**src/rtl/cpu_program_loader.sv**
```systemverilog
// Byte-stream command decoder that loads cpu IMEM/DMEM images and gates cpu enable.
// Optional trailing checksum per write command when LOADER_CHECKSUM_EN is defined.
module cpu_program_loader #(
  parameter int IMEM_WORDS = 512,
  parameter int DMEM_WORDS = 1024
) (
  input  logic        clk,
  input  logic        arst_n,
  input  logic [7:0]  rx_data,
  input  logic        rx_valid,
  output logic        rx_ready,
  output logic [63:0] addr_ext,
  output logic        wen_ext,
  output logic        ren_ext,
  output logic [31:0] wdata_ext,
  output logic [63:0] addr_ext_2,
  output logic        wen_ext_2,
  output logic        ren_ext_2,
  output logic [63:0] wdata_ext_2,
  output logic        enable,
  output logic        busy,
  output logic        error,
  output logic [15:0] write_count
);

`ifdef LOADER_CHECKSUM_EN
  typedef enum logic [2:0] {IDLE = 3'd0, ADDR = 3'd1, DATA = 3'd2, CHK = 3'd3,
                            WRITE = 3'd4, RUN = 3'd5} state_t;
`else
  typedef enum logic [2:0] {IDLE = 3'd0, ADDR = 3'd1, DATA = 3'd2,
                            WRITE = 3'd4, RUN = 3'd5} state_t;
`endif

  localparam logic [16:0] IMEM_LIM = 17'(IMEM_WORDS);
  localparam logic [16:0] DMEM_LIM = 17'(DMEM_WORDS);

  function automatic logic idx_in_range(input logic dmem, input logic [15:0] idx);
    return dmem ? ({1'b0, idx} < DMEM_LIM) : ({1'b0, idx} < IMEM_LIM);
  endfunction

  state_t      state_r, state_s;
  logic        is_dmem_r, is_dmem_s;
  logic [3:0]  cnt_r, cnt_s;
  logic [15:0] idx_r, idx_s;
  logic [63:0] shreg_r, shreg_s;
`ifdef LOADER_CHECKSUM_EN
  logic [7:0]  csum_r, csum_s;

  function automatic logic [7:0] csum_step(input logic [7:0] acc, input logic [7:0] b);
    return acc ^ b;
  endfunction
`endif
  logic        accept_s, commit_s, chk_ok_s, last_s;
  logic        rx_ready_r, rx_ready_s;
  logic [63:0] addr_i_r, addr_i_s, addr_d_r, addr_d_s;
  logic [31:0] wdata_i_r, wdata_i_s;
  logic [63:0] wdata_d_r, wdata_d_s;
  logic        wen_i_r, wen_i_s, wen_d_r, wen_d_s;
  logic        enable_r, enable_s, busy_r, busy_s, error_r, error_s;
  logic [15:0] wcount_r, wcount_s;

  // Next-state, datapath and next-output computation
  always_comb begin
    state_s   = state_r;
    is_dmem_s = is_dmem_r;
    cnt_s     = cnt_r;
    idx_s     = idx_r;
    shreg_s   = shreg_r;
`ifdef LOADER_CHECKSUM_EN
    csum_s    = csum_r;
`endif
    commit_s  = 1'b0;
    chk_ok_s  = 1'b1;
    enable_s  = enable_r;
    error_s   = error_r;
    wen_i_s   = 1'b0;
    wen_d_s   = 1'b0;
    addr_i_s  = addr_i_r;
    addr_d_s  = addr_d_r;
    wdata_i_s = wdata_i_r;
    wdata_d_s = wdata_d_r;
    wcount_s  = wcount_r;
    accept_s  = rx_valid && rx_ready_r;
    last_s    = is_dmem_r ? (cnt_r == 4'd7) : (cnt_r == 4'd3);

    case (state_r)
      IDLE: begin
        if (accept_s) begin
          case (rx_data)
            8'h01, 8'h02: begin
              is_dmem_s = (rx_data == 8'h02);
              cnt_s     = 4'd0;
`ifdef LOADER_CHECKSUM_EN
              csum_s    = rx_data;
`endif
              state_s   = ADDR;
            end
            8'h03: begin
              enable_s = 1'b1;
              state_s  = RUN;
            end
            8'h04:   state_s = IDLE;
            default: error_s = 1'b1;
          endcase
        end else begin
          state_s = IDLE;
        end
      end
      ADDR: begin
        if (accept_s) begin
`ifdef LOADER_CHECKSUM_EN
          csum_s = csum_step(csum_r, rx_data);
`endif
          if (cnt_r[0]) begin
            idx_s[15:8] = rx_data;
            cnt_s       = 4'd0;
            state_s     = DATA;
          end else begin
            idx_s[7:0] = rx_data;
            cnt_s      = cnt_r + 4'd1;
          end
        end else begin
          state_s = ADDR;
        end
      end
      DATA: begin
        if (accept_s) begin
          shreg_s[{cnt_r[2:0], 3'b000} +: 8] = rx_data;
`ifdef LOADER_CHECKSUM_EN
          csum_s = csum_step(csum_r, rx_data);
`endif
          if (last_s) begin
            cnt_s = 4'd0;
`ifdef LOADER_CHECKSUM_EN
            state_s = CHK;
`else
            state_s  = WRITE;
            commit_s = 1'b1;
`endif
          end else begin
            cnt_s = cnt_r + 4'd1;
          end
        end else begin
          state_s = DATA;
        end
      end
`ifdef LOADER_CHECKSUM_EN
      CHK: begin
        if (accept_s) begin
          chk_ok_s = (rx_data == csum_r);
          commit_s = 1'b1;
          state_s  = WRITE;
        end else begin
          state_s = CHK;
        end
      end
`endif
      WRITE: state_s = IDLE;
      RUN: begin
        if (accept_s) begin
          if (rx_data == 8'h04) begin
            enable_s = 1'b0;
            state_s  = IDLE;
          end else begin
            error_s = 1'b1;
          end
        end else begin
          state_s = RUN;
        end
      end
      default: state_s = IDLE;
    endcase

    // Commit uses the fully assembled index/word; strobes go out in WRITE
    if (commit_s) begin
      if (idx_in_range(is_dmem_r, idx_s) && chk_ok_s) begin
        if (is_dmem_r) begin
          wen_d_s   = 1'b1;
          addr_d_s  = {45'd0, idx_s, 3'b000};
          wdata_d_s = shreg_s;
        end else begin
          wen_i_s   = 1'b1;
          addr_i_s  = {46'd0, idx_s, 2'b00};
          wdata_i_s = shreg_s[31:0];
        end
        wcount_s = wcount_r + 16'd1;
      end else begin
        error_s = 1'b1;
      end
    end else begin
      wcount_s = wcount_r;
    end

    rx_ready_s = (state_s != WRITE);
    busy_s     = !((state_s == IDLE) || (state_s == RUN));
  end

  // State, datapath and output registers with synchronous active-low reset
  always_ff @(posedge clk) begin
    if (!arst_n) begin
      state_r    <= IDLE;
      is_dmem_r  <= 1'b0;
      cnt_r      <= 4'd0;
      idx_r      <= 16'd0;
      shreg_r    <= 64'd0;
`ifdef LOADER_CHECKSUM_EN
      csum_r     <= 8'd0;
`endif
      rx_ready_r <= 1'b1;
      addr_i_r   <= 64'd0;
      addr_d_r   <= 64'd0;
      wdata_i_r  <= 32'd0;
      wdata_d_r  <= 64'd0;
      wen_i_r    <= 1'b0;
      wen_d_r    <= 1'b0;
      enable_r   <= 1'b0;
      busy_r     <= 1'b0;
      error_r    <= 1'b0;
      wcount_r   <= 16'd0;
    end else begin
      state_r    <= state_s;
      is_dmem_r  <= is_dmem_s;
      cnt_r      <= cnt_s;
      idx_r      <= idx_s;
      shreg_r    <= shreg_s;
`ifdef LOADER_CHECKSUM_EN
      csum_r     <= csum_s;
`endif
      rx_ready_r <= rx_ready_s;
      addr_i_r   <= addr_i_s;
      addr_d_r   <= addr_d_s;
      wdata_i_r  <= wdata_i_s;
      wdata_d_r  <= wdata_d_s;
      wen_i_r    <= wen_i_s;
      wen_d_r    <= wen_d_s;
      enable_r   <= enable_s;
      busy_r     <= busy_s;
      error_r    <= error_s;
      wcount_r   <= wcount_s;
    end
  end

  assign rx_ready    = rx_ready_r;
  assign addr_ext    = addr_i_r;
  assign wen_ext     = wen_i_r;
  assign ren_ext     = 1'b0;
  assign wdata_ext   = wdata_i_r;
  assign addr_ext_2  = addr_d_r;
  assign wen_ext_2   = wen_d_r;
  assign ren_ext_2   = 1'b0;
  assign wdata_ext_2 = wdata_d_r;
  assign enable      = enable_r;
  assign busy        = busy_r;
  assign error       = error_r;
  assign write_count = wcount_r;

endmodule

```
**config.mk**
```make
export PLATFORM = sky130hd
export DESIGN_NAME = cpu_program_loader
export DESIGN_NICKNAME = d
export VERILOG_FILES = /design/src/rtl/cpu_program_loader.sv
export SDC_FILE = /design/constraint.sdc
export NUM_CORES = 1
export LEC_CHECK = 0
export ABC_CLOCK_PERIOD_IN_PS = 3100
export BUFFER_PORTS_ARGS = -buffer_cell sky130_fd_sc_hd__buf_2
export CORE_MARGIN = 2
export CORE_UTILIZATION = 25
export CTS_BUF_LIST = sky130_fd_sc_hd__clkbuf_8
export DETAILED_ROUTE_END_ITERATION = 8
export GPL_ROUTABILITY_DRIVEN = 0
export HOLD_SLACK_MARGIN = 0.05
export PLACE_DENSITY = 0.55
export SLEW_MARGIN = 20
export SYNTH_ARGS = -nofsm -noshare
export SYNTH_HDL_FRONTEND = slang
export SYNTH_SLANG_ARGS = --single-unit
```
**constraint.sdc**
```tcl
create_clock -name clk -period 3.1 [get_ports clk]
set_input_delay 0.31 -clock clk [delete_from_list [all_inputs] [get_ports clk]]
set_output_delay 0.31 -clock clk [all_outputs]
set_load 0.02 [all_outputs]
```
Yosys cells after proc, flatten, opt, wreduce, memory -nomap -nowiden. Index checks and enable logic that the tools add are counted.

$add $sub $neg: 3. Order comparisons: 2. Equality and inequality tests: 18. Shift operators: 2. Muxes and demuxes: 42. Bitwise operators: 1. Reduce and logical (&&, ||, !) cells: 16.

Operators by type and width (count): 2-to-1 mux 64 bit (2); bitwise mux 64 bit (1); variable shift 8 x 8 -> 64 bit, first input constant (1); variable part select 8 x 8 -> 64 bit (1); 2-to-1 mux 16 bit (2); 2-to-1 mux 4 bit (6); 2-to-1 mux 3 bit (7); 2-to-1 mux 1 bit (17); adder 16 x 1 -> 16 bit, second input constant (1); equality test 8 x 2 -> 1 bit, second input constant (2); less-than comparator 16 x 10 -> 1 bit, second input constant (1); less-than comparator 16 x 11 -> 1 bit, second input constant (1); 2-to-1 mux 8 bit (2); case mux 3 bit (4 select lines) (1); case mux 4 bit (3 select lines) (1); AND reduction 3 bit (4); inequality test 2 bit, second input constant (5); AND reduction 5 bit (2); case mux 3 bit (3 select lines) (1); equality test 8 x 1 -> 1 bit, second input constant (1); equality test 8 x 3 -> 1 bit, second input constant (1); negator 6 -> 8 bit (1); equality test 3 bit, second input constant (2); logical NOT 3 bit (2); other kinds (17) (19).

Register bits after elaboration: 238. Output and inout port bits: 248. Word-level logic and storage cells: 100.

Logic depth before layout (Yosys ltp).
Depth after elaboration: 8. Depth in mapped cells: 11. Depth with buffers taken out: 9.

Worst setup path after synthesis. Ideal clock, no wire load.

Path type: reg-to-reg. Start: register cnt_r[0]. End: register wdata_i_r[16] (netlist: wdata_ext[16]). Setup time: 0.128 ns. Arrival: 2.756 ns. Setup slack: 0.216 ns. Cell stages (with the launch flop): 11. Path buffers: 2. Period minus slack after synthesis: 2.884 ns. Path through: dfxtp_1 clkbuf_1 inv_1 ha_1 ha_1 nor4b_2 nor2b_1 clkbuf_1 mux2_2 nand2_1 o21ai_0.

Word-level cells in the longest chain between the ends: 6. Elaborated cells between the ends (all ways): 20. Classes of those cells: add/sub (1); order compare (2); eq/ne (2); shift (2); mux (12); reduce/logical (1).

Ends and longest elaborated chain: start, declared (line 43) `logic [3:0] cnt_r, cnt_s;`; start signal, assigned (line 223) `cnt_r <= cnt_s;`; 2-to-1 mux 8 bit, or another cell as far along (line 114) `if (cnt_r[0]) begin`; 2-to-1 mux 16 bit / 2-to-1 mux 1 bit (equally long branches) (line 110, 84); 2-to-1 mux 16 bit / 2-to-1 mux 1 bit (equally long branches) (line 86, 132); less-than comparator 16 x 10 -> 1 bit, or another cell as far along (line 38) `return dmem ? ({1'b0, idx} < DMEM_LIM) : ({1'b0, idx} < IMEM_LIM);`; 2-to-1 mux 1 bit (on tied branches) (line 38, 86); AND reduction 3 bit (no source line); end signal, assigned (line 232) `wdata_i_r <= wdata_i_s;`; end, declared (line 56) `logic [31:0] wdata_i_r, wdata_i_s;`.

Parallel ways exist; a longest one is shown, timed or not. A chain may end at the register's enable or synchronous reset.

Worst setup path in the final report.
Start: register cnt_r[0]. End: register wdata_i_r[27] (netlist: wdata_ext[27]).

The elaborated chain is that of the path after synthesis.

==> flow_summary_export.csv <==
group,metric,value,unit
outcome,status,"finished clean",
synthesis,synth_seq_cells,238,
setup_path,critical_path_arrival,3.27,ns
setup_path,crit_path_cell_trace,"ha_1, nor2b_1, and4_1, o21ai_0, or4_2, buf_12, nand3_1, o21ai_0",
setup_path,cpMaxStageDelayCell,"dfxtp_1",
synthesis,synthDistinctLibCells,52,
synthesis,syn-cell-area,9640,um2
clocking,cts_tree,"built",
timing,slew_violations,0,
timing,rsz0062_at_grt,"false",
clocking,htreeDepth,2,
synthesis,yosysWarningCount,0,
drt,drtIter0Drc,328,
die,die_h,200,um
placed_design,io_buffers,160,
finish,final_area,11600,um2
setup_path,critPathLaunchType,"flip-flop",
drt,drc,0,
die,rows,71,
worst_hold_path,hp-class,"input port to flip-flop",
placed_design,dpl_worst_slack,0.155,ns
clocking,clkTransAtPathRegs,0.06,ns
synthesis,netlist.top_cell.by_area,"dfxtp_1",
pwr,p_leak,5.62,nW
timing,worst_slack,0.265,ns
grt,grt_pass1_wl,40600,um
die,initial_core_util,0.255,
setup_path,critical_path.top_delay_family,"simple AND/OR/NAND/NOR gates",
drt,dr.pass1.iters,4,
synthesis,synth_area_leaders,"dfxtp_1 49%, buf_4 7.7%, nand3_1 5.4%, mux2i_1 4.2%, o21ai_0 3.9%",
clocking,clkLatencyLatePin,0.59,ns
grt,grt_overflow,0,
die,coreArea,37800,um2
setup_path,crit_top_cell,"o21ai_0",
synthesis,synth_mux_area_frac,0.0804,
die,boundaryPins,259,
finish,drive_gt1_frac,0.239,
grt,antenna_found_initial,0,
timing,tightest_slew,0.692,ns
placed_design,dpl-instance-area,10700,um2
grt,grt_pass1_vias,7122,
finish,fill_cells,4041,
grt,grtUsageTotal,0.128,
pwr,power.total,6.48,mW
finish,regArea,4760,um2
drt,wirelength,26300,um
timing,tns,0,ns
clocking,clock-root-buffer,"clkbuf_8",
drt,drt-vias-per-instance,4.29,
setup_path,worstSetupPathType,"flip-flop to flip-flop",
grt,grt_max_degree,69,
timing,finalCriticalPeriod,2.83,ns
synthesis,synthCells,1060,
timing,setup_viol,0,
timing,finalHoldViolCount,0,
setup_path,critPathMaxFanout,66,
flow_run,drv_cap,0,
synthesis,synth_top_family_by_area,"simple AND/OR/NAND/NOR gates",
setup_path,cp.buffers_inverters,1,
finish,multiInputGateArea,4060,um2
clocking,cts_buffers,44,
finish,diodes,0,
clocking,cts_num_sinks,238,
drt,avgRoutedWirePerCell,15.0,um
synthesis,ys_seq_area_frac,0.494,
die,dieArea,40100,um2
clocking,clk_path_buf_depth,3,
synthesis,synthAdderAreaFrac,0.00649,
placed_design,dp_hpwl,16800,um
setup_path,worst_ep_required_time,3.54,ns
timing,fin_crit_sh,0.914,
finish,area_delta_synth_final,20.3,%
die,die_w,200,um
drt,vias,7532,
synthesis,synthXorXnorAreaFrac,0.00454,
finish,nets,1231,
clocking,cts_setup_buffers,0,
timing,slew_headroom,0.539,
setup_path,cpPeakStageDelay,0.63,ns
placed_design,post-place-cells,1680,
drt,antenna_left,0,
timing,max_freq,353,MHz
setup_path,cp-end-kind,"flip-flop",
synthesis,synth_top_cell_area_share,0.494,
synthesis,synth_compound_area_frac,0.0997,
synthesis,syn_avg_cell_area,9.09,um2
pwr,peakVddDrop,0.000255,V
timing,clock_skew,0.0332,ns
pwr,powerDensity,559,nW/um2
finish,finalNonFillerCells,1756,
synthesis,synth-simple-area-share,0.189,
==> stage by stage <==
step,utilization,hold WS [ns]
after global placement,0.282,0.441
final,0.306,0.140
after floorplan,-,0.438
after global routing,0.306,0.133
after detailed placement,0.282,0.442
after CTS,0.306,0.0926
==> layout make-up <==
class                      instances  area share
clock buffer                      54      0.0641
clock inverter                    22      0.0157
inverter                          40      0.0130
multi-input combinational        705       0.350
sequential                       238       0.411
tap                              511      0.0552
timing repair buffer             186      0.0908
==> registers in the layout, indices dropped and copies added (netlist names) <==
signal and count:
rx_ready 1, addr_ext_2 16, busy 1, wen_ext_2 1, enable 1, idx_r 16
write_count 16, state_r 3, wen_ext 1, wdata_ext 32, wdata_ext_2 64, addr_ext 16
error 1, shreg_r 64, is_dmem_r 1, cnt_r 4
==> tightest hold or removal path: stages <==
cell     delay [ns]
buf_6          0.19
nand3_1        0.12
nand2_1        0.04
==> placed cells by master, fill, tap and decap left out, types with 3 or more instances in the layout <==
master,Yosys,layout
and4_1,5,5
ha_1,5,5
nand4_1,11,11
buf_12,0,4
a211oi_1,9,9
a21o_1,25,25
nor3b_1,3,3
or3_1,8,8
or4_1,6,4
dfxtp_1,238,238
xnor2_1,3,3
nor4_1,5,4
o21ai_0,76,76
and3_1,43,43
inv_1,39,50
buf_4,99,22
bufinv_16,0,3
o31ai_1,9,9
nand2b_1,9,9
nor3_1,3,3
o21ai_1,5,5
conb_1,1,98
and2_1,3,3
nor4b_2,2,3
nand2_1,82,82
clkbuf_8,0,54
nor2_1,62,62
nor2b_1,4,4
mux2i_1,40,40
clkinv_2,0,5
a21oi_1,32,32
nand3_1,104,103
mux2_2,32,32
buf_2,13,159
==> cell usage after synthesis (all sizes together) <==
master	n
or4	6
nand4b	1
nand4	11
nor3b	4
nor4b	3
o31ai	9
clkbuf	47
and2	3
conb	1
and3b	1
or3	8
nand3	104
inv	40
a221oi	1
nor2	63
xor2	2
and4	5
a21oi	32
mux2	32
a211oi	9
a2bb2oi	1
dfxtp	238
nor4	5
buf	127
nand2	82
nor2b	4
nand2b	9
and3	43
nor3	5
ha	5
o31a	1
or3b	1
o21ai	81
a21boi	1
nand3b	1
xnor2	3
o21a	2
o211ai	2
mux2i	41
a21o	25
a31o	1
==> power breakdown <==
| group | switching (mW) | total [mW] | internal (mW) |
|---|---|---|---|
| combinational | 0.216 | 0.240 | 0.0242 |
| clock | 1.35 | 3.18 | 1.82 |
| sequential | 0.00117 | 3.06 | 3.06 |
| total | 1.57 | 6.48 | 4.91 |
==> path summary, 6_finish.rpt <==
path | from | to | slack [ns] | depth (start not counted)
worst max-delay path | cnt_r[0]$_SDFFE_PN0P_ | wdata_ext[27]$_SDFFE_PN0P_ | 0.27 | 8
worst min-delay path | arst_n | wdata_ext_2[46]$_SDFFE_PN0P_ | 0.14 | 3
worst max register to register | cnt_r[0]$_SDFFE_PN0P_ | wdata_ext[27]$_SDFFE_PN0P_ | 0.27 | 8
worst min register to register | wdata_ext_2[43]$_SDFFE_PN0P_ | wdata_ext_2[43]$_SDFFE_PN0P_ | 0.45 | 2
==> layer usage <==
metal  vias up  track usage  wire [um]
met5         -            0          0
met4         0       0.0540        736
met3        53       0.0298       1600
met2       242        0.201      11800
met1      3499        0.170      12100
li1       3738            -          -
==> logic make-up (layout without fill, tap and decap cells) <==
| logic type | count (synthesis) | after routing |
|---|---|---|
| compound gates | 165 | 165 |
| xor+xnor | 5 | 5 |
| fa+ha+maj | 5 | 5 |
| buf+inv | 214 | 302 |
| flops | 238 | 238 |
| mux | 73 | 73 |
| other cells | 1 | 98 |
| simple gates | 359 | 359 |
==> what timing repair did <==
item	CTS	global route
resized for setup	0	1
endpoints found under the setup margin	0	28
hold buffers	0	0
(Power assumes the default switching activity.)
